File: config.mk
export PLATFORM = sky130hd
export DESIGN_NAME = bcd_convert_sched
export DESIGN_NICKNAME = d
export VERILOG_FILES = /design/src/rtl/bcd_pkg.sv /design/src/rtl/bcd_iter_core.sv /design/src/rtl/bcd_convert_sched.sv
export SDC_FILE = /design/constraint.sdc
export NUM_CORES = 1
export LEC_CHECK = 0
export ABC_AREA = 1
export CORE_MARGIN = 5
export CORE_UTILIZATION = 40
export CTS_BUF_LIST = sky130_fd_sc_hd__clkbuf_8
export DETAILED_ROUTE_END_ITERATION = 7
export PLACE_DENSITY_LB_ADDON = 0.1
export SLEW_MARGIN = 0
export SYNTH_ARGS = -nofsm -noshare
export SYNTH_HDL_FRONTEND = slang
export SYNTH_HIERARCHICAL = 1
export SYNTH_SLANG_ARGS = --single-unit
export TNS_END_PERCENT = 5
File: constraint.sdc
create_clock -name clock_i -period 4.2 [get_ports clock_i]
set_input_delay 1.05 -clock clock_i [delete_from_list [all_inputs] [get_ports clock_i]]
set_output_delay 1.05 -clock clock_i [all_outputs]
set_load 0.02 [all_outputs]
File: src/rtl/bcd_pkg.sv
// Shared widths and state encodings for the binary-to-BCD scheduler.
// Optional feature macro used by bcd_convert_sched: BCD_SCHED_CACHE_EN.
package bcd_pkg;

   localparam int unsigned BIN_W = 8;
   localparam int unsigned DIG_W = 4;
   localparam int unsigned BCD_W = 12;

   typedef enum logic [1:0] {
      S_IDLE = 2'd0,
      S_CONV = 2'd1,
      S_DONE = 2'd2
   } sched_state_e;

   typedef enum logic [1:0] {
      C_LOAD = 2'd0,
      C_HUND = 2'd1,
      C_TENS = 2'd2
   } core_state_e;

endpackage

File: src/rtl/bcd_iter_core.sv
// Iterative subtract-based binary-to-BCD converter (0..255 -> 3 digits).
// Takes 3 + hundreds + tens cycles from the start cycle to the done pulse.
module bcd_iter_core
   import bcd_pkg::*;
(
   input  logic             clock_i,
   input  logic             reset_i,
   input  logic             start_i,
   input  logic [BIN_W-1:0] bin_i,
   output logic             done_o,
   output logic [DIG_W-1:0] hund_o,
   output logic [DIG_W-1:0] tens_o,
   output logic [DIG_W-1:0] ones_o
);

   core_state_e      state_q;
   logic [BIN_W-1:0] a_q;
   logic [DIG_W-1:0] cnt_q;
   logic             done_q;
   logic [DIG_W-1:0] hund_q;
   logic [DIG_W-1:0] tens_q;
   logic [DIG_W-1:0] ones_q;

   // Load on start, then peel off hundreds and tens by repeated subtraction.
   always_ff @(posedge clock_i or posedge reset_i) begin
      if (reset_i) begin
         state_q <= C_LOAD;
         a_q     <= '0;
         cnt_q   <= '0;
         done_q  <= 1'b0;
         hund_q  <= '0;
         tens_q  <= '0;
         ones_q  <= '0;
      end else begin
         done_q <= 1'b0;
         case (state_q)
            C_LOAD: begin
               if (start_i) begin
                  a_q     <= bin_i;
                  cnt_q   <= '0;
                  state_q <= C_HUND;
               end
            end
            C_HUND: begin
               if (a_q >= BIN_W'(100)) begin
                  a_q   <= a_q - BIN_W'(100);
                  cnt_q <= cnt_q + DIG_W'(1);
               end else begin
                  hund_q  <= cnt_q;
                  cnt_q   <= '0;
                  state_q <= C_TENS;
               end
            end
            C_TENS: begin
               if (a_q >= BIN_W'(10)) begin
                  a_q   <= a_q - BIN_W'(10);
                  cnt_q <= cnt_q + DIG_W'(1);
               end else begin
                  tens_q  <= cnt_q;
                  ones_q  <= a_q[DIG_W-1:0];
                  done_q  <= 1'b1;
                  state_q <= C_LOAD;
               end
            end
            default: state_q <= C_LOAD;
         endcase
      end
   end

   assign done_o = done_q;
   assign hund_o = hund_q;
   assign tens_o = tens_q;
   assign ones_o = ones_q;

endmodule

File: src/rtl/bcd_convert_sched.sv
// Round-robin scheduler sharing one bcd_iter_core among NCH channels and
// holding the latest 3-digit BCD result per channel.
// Optional: define BCD_SCHED_CACHE_EN to skip conversion when a channel
// re-requests the same binary value it last converted.
module bcd_convert_sched
   import bcd_pkg::*;
#(
   parameter int unsigned NCH = 4
)
(
   input  logic                 clock_i,
   input  logic                 reset_i,
   input  logic [NCH-1:0]       req_i,
   input  logic [NCH*BIN_W-1:0] bin_i,
   output logic [NCH-1:0]       ack_o,
   output logic [NCH-1:0]       valid_o,
   output logic [NCH*BCD_W-1:0] bcd_o,
   output logic                 busy_o
);

   localparam int unsigned PTR_W = (NCH > 1) ? $clog2(NCH) : 1;

   sched_state_e                  state_q;
   logic [PTR_W-1:0]              ptr_q;
   logic [PTR_W-1:0]              gnt_q;
   logic [NCH-1:0]                ack_q;
   logic [NCH-1:0]                valid_q;
   logic [NCH-1:0][BCD_W-1:0]     bcd_q;
   logic                          busy_q;

   logic [NCH-1:0][BIN_W-1:0]     bin_arr_c;
   logic                          found_c;
   logic [PTR_W-1:0]              gsel_c;
   logic                          start_c;

   logic                          core_done;
   logic [DIG_W-1:0]              core_hund;
   logic [DIG_W-1:0]              core_tens;
   logic [DIG_W-1:0]              core_ones;

   assign bin_arr_c = bin_i;

   // Pick the first requesting channel at or after the rr pointer, wrapping.
   always_comb begin
      found_c = 1'b0;
      gsel_c  = '0;
      for (int unsigned k = 0; k < NCH; k++) begin
         if (!found_c && req_i[PTR_W'((32'(ptr_q) + k) % NCH)]) begin
            found_c = 1'b1;
            gsel_c  = PTR_W'((32'(ptr_q) + k) % NCH);
         end
      end
   end

`ifdef BCD_SCHED_CACHE_EN
   logic [NCH-1:0][BIN_W-1:0]     last_bin_q;
   logic [NCH-1:0]                seen_q;
   logic                          hit_q;
   logic [BIN_W-1:0]              bin_lat_q;
   logic                          hit_c;

   assign hit_c   = seen_q[gsel_c] && (bin_arr_c[gsel_c] == last_bin_q[gsel_c]);
   assign start_c = (state_q == S_IDLE) && found_c && !hit_c;
`else
   assign start_c = (state_q == S_IDLE) && found_c;
`endif

   // The core latches the granted bin in the same edge that raises ack.
   bcd_iter_core u_core (
      .clock_i (clock_i),
      .reset_i (reset_i),
      .start_i (start_c),
      .bin_i   (bin_arr_c[gsel_c]),
      .done_o  (core_done),
      .hund_o  (core_hund),
      .tens_o  (core_tens),
      .ones_o  (core_ones)
   );

   // Scheduler FSM: grant in IDLE, wait in CONV, publish the result in DONE.
   always_ff @(posedge clock_i or posedge reset_i) begin
      if (reset_i) begin
         state_q    <= S_IDLE;
         ptr_q      <= '0;
         gnt_q      <= '0;
         ack_q      <= '0;
         valid_q    <= '0;
         bcd_q      <= '0;
         busy_q     <= 1'b0;
`ifdef BCD_SCHED_CACHE_EN
         last_bin_q <= '0;
         seen_q     <= '0;
         hit_q      <= 1'b0;
         bin_lat_q  <= '0;
`endif
      end else begin
         ack_q   <= '0;
         valid_q <= '0;
         case (state_q)
            S_IDLE: begin
               if (found_c) begin
                  ack_q[gsel_c] <= 1'b1;
                  gnt_q         <= gsel_c;
                  busy_q        <= 1'b1;
`ifdef BCD_SCHED_CACHE_EN
                  hit_q         <= hit_c;
                  bin_lat_q     <= bin_arr_c[gsel_c];
                  state_q       <= hit_c ? S_DONE : S_CONV;
`else
                  state_q       <= S_CONV;
`endif
               end
            end
            S_CONV: begin
               if (core_done) begin
                  state_q <= S_DONE;
               end
            end
            S_DONE: begin
`ifdef BCD_SCHED_CACHE_EN
               if (!hit_q) begin
                  bcd_q[gnt_q]      <= {core_hund, core_tens, core_ones};
                  last_bin_q[gnt_q] <= bin_lat_q;
                  seen_q[gnt_q]     <= 1'b1;
               end
`else
               bcd_q[gnt_q]   <= {core_hund, core_tens, core_ones};
`endif
               valid_q[gnt_q] <= 1'b1;
               ptr_q          <= (gnt_q == PTR_W'(NCH - 1)) ? '0 : gnt_q + PTR_W'(1);
               busy_q         <= 1'b0;
               state_q        <= S_IDLE;
            end
            default: state_q <= S_IDLE;
         endcase
      end
   end

   assign ack_o   = ack_q;
   assign valid_o = valid_q;
   assign bcd_o   = bcd_q;
   assign busy_o  = busy_q;

endmodule

==> results.txt <==
Syn avg cell area -> 7.96 um2
Status -> finished clean
First-pass GRT wire length -> 19100 um
Grt ovf -> 0
Hold Path Class -> register to register
EDFF count, synth -> 0
Total CTS buffers -> 9
Post-synth top cells -> 228 x nand2_1, 90 x dfrtp_1, 60 x o21ai_0
Clock Latency Late Sink -> 0.36 ns
Comb power frac -> 0.067
Met1 Use GR -> 0.217
Die area -> 14000 um2
Crit path DAT -> 3.24 ns
Vias in the first global route -> 3950
Port-buffer cells -> 94
Worst-path maximum fanout -> 12
Via-to-Cell Ratio -> 4.82
Yosys warnings -> 6
R2R depth -> 16
Flops & latches, synth -> 90
Initial core utilization -> 0.409
Initial antenna violation count -> 0
CP Capture Type -> register
Slew HR -> 0.296
Clock sink total -> 90
DP Worst Slack -> 0.818 ns
IO Pins -> 95
Sw Ratio -> 0.238
Die H -> 118 um
DRC -> 0
Pin count of the biggest net entering global routing -> 31
Worst hold path depth -> 1
TritonRoute pass-1 iters -> 4
Post-CTS setup buffer count -> 0
Final Cell Area -> 5940 um2
Sw power -> 396 uW
Grt met2 use -> 0.265
Layout area overhead -> 26.9%
Min cycle time layout -> 2.98 ns
Fraction of layout cells with a size suffix above 1 -> 0.0937
P per Cell Area -> 279 nW/um2
Via count of the routed design -> 3980
Reg power frac -> 0.522
Final hold vios -> 0
Clock Path Buffers -> 2
Leak -> 2.87 nW
Yosys top cell area share -> 0.481
Final Core Density -> 0.518
Clock skew -> 0.0151 ns
Post-DP HPWL -> 8580 um
Post-DP Area -> 5710 um2
Required time of the critical path -> 4.46 ns
Max-slew violation count -> 0
Syn Inst Count -> 589
Synth area leader -> dfrtp_1
Post-layout net count -> 731
Wire per inst -> 13.6 um
Drt total wl -> 11200 um
Syn nets -> 642
RSZ-0062 raised after global routing -> no
Dominant synthesized flop cell -> dfrtp_1
Fin cells -> 826
Final Setup Violations -> 0
Routability cong. -> 0.868
Clock transition at path regs -> 0.09 ns
Async set or reset register ratio after synthesis -> 1.00
Core area -> 11500 um2
Row count -> 39
Slew @ Worst Pin -> 1.05 ns
Clock power frac -> 0.411
Iter 0 DRT Violations -> 216
GRT Util Overall -> 0.163
Syn Std Cell Area -> 4690 um2
Root Driver -> clkbuf_8
Total internal power -> 1.26 mW
Final Cycle Share -> 0.711
CTS tree -> built
CTS-repair resized insts -> 0
Final antenna diode count -> 0
Detail Route Antenna Nets -> 0
MaxCap Viol Count -> 0
Max Clk Rate -> 0.335 GHz
Dpl cells -> 810
Seq/Total Area, Yosys -> 0.481
# hold bufs at CTS -> 0
Met3 Use GR -> 0.0306
Final WS setup -> 1.22 ns
Synth cell types -> 33
Max rail drop VDD -> 0.135 mV
H-tree lvl count -> 3
Area contributors post-synth -> dfrtp_1 48%, nand2_1 18%, o21ai_0 6.4%
Cell with the most instances after synthesis -> nand2_1
Die width -> 118 um
Worst Setup Start Kind -> primary input
Busiest grt layer -> met2
Crit Path Class -> primary input to register
Setup_tns -> 0 ns
-- state kept, by name (all words and copies together), names as in the netlist --
register        cells
ack_o               4
bcd_o              48
busy_o              1
gnt_q               2
ptr_q               2
state_q             2
u_core/a_q          8
u_core/cnt_q        4
u_core/done_o       1
u_core/hund_o       4
u_core/ones_o       4
u_core/state_q      2
u_core/tens_o       4
valid_o             4
-- worst max-delay path, stage by stage --
cell,delay [ns]
clkdlybuf4s50_1,0.41
inv_1,0.06
nand2_1,0.06
nand3_1,0.14
nand2_2,0.10
nor2_4,0.17
nand2_1,0.11
inv_2,0.07
nand3_1,0.06
nand2_1,0.32
inv_2,0.16
nand2_1,0.10
nand2_1,0.04
or2_2,0.27
nand3_2,0.07
nand2_1,0.04
-- metrics by stage --
step | hold WS [ns] | power (mW)
final | 0.474 | 1.66
after global routing | 0.514 | 1.73
after CTS | 0.482 | 1.68
after detailed placement | 0.458 | 0.997
after global placement | 0.456 | 0.995
after floorplan | 0.435 | 0.947
-- layout make-up --
class,instances,area (um2)
Fill cell,1138,5520
Sequential cell,90,2250
Multi-Input combinational cell,419,2090
Timing Repair Buffer,96,956
Inverter,62,233
Tap cell,143,179
Clock buffer,9,124
Clock inverter,7,108
-- power groups by stage --
stage	clock, mW	sequential [mW]	combinational (mW)
global placement	0	0.883	0.112
floorplan	0	0.883	0.0640
detailed placement	0	0.883	0.114
global route	0.734	0.866	0.127
finish	0.683	0.866	0.111
CTS	0.697	0.866	0.114
-- kinds of logic after synthesis --
group                      synth area share
adders and majority gates            0.0401
xor gates and xnor gates            0.00187
DFF                                   0.481
buffers and inverters                0.0726
AOI/OAI and AO/OA                    0.0953
and+or+nand+nor                       0.309
-- final timing paths --
check	slack [ns]	endpoint	startpoint
min in group asynchronous	1.13	bcd_o[11]	reset_i
worst min register to register	0.47	state_q[0]	u_core/done_o
max in group asynchronous	2.25	u_core/a_q[7]	reset_i
worst max-delay path	1.22	u_core/a_q[6]	req_i[3]
worst max register to register	1.62	u_core/a_q[6]	ptr_q[0]
worst min-delay path	0.47	state_q[0]	u_core/done_o
-- metal layers --
| metal | up-vias | wire length [um] |
|---|---|---|
| met5 | - | 0 |
| met4 | 0 | 159 |
| met3 | 16 | 588 |
| met2 | 81 | 5290 |
| met1 | 1847 | 5190 |
| li1 | 2036 | - |
-- cells in the final DEF (no fill, tap or decap), types with 9 or more instances in the layout --
cell type and instances:
ha_1 15, inv_1 50, nor2_1 16, nand2_1 228, clkbuf_8 9, nand3_1 50, clkdlybuf4s50_1 94, o21ai_0 60
dfrtp_1 90, inv_2 12
No activity file was read; power rests on OpenSTA's default activity.
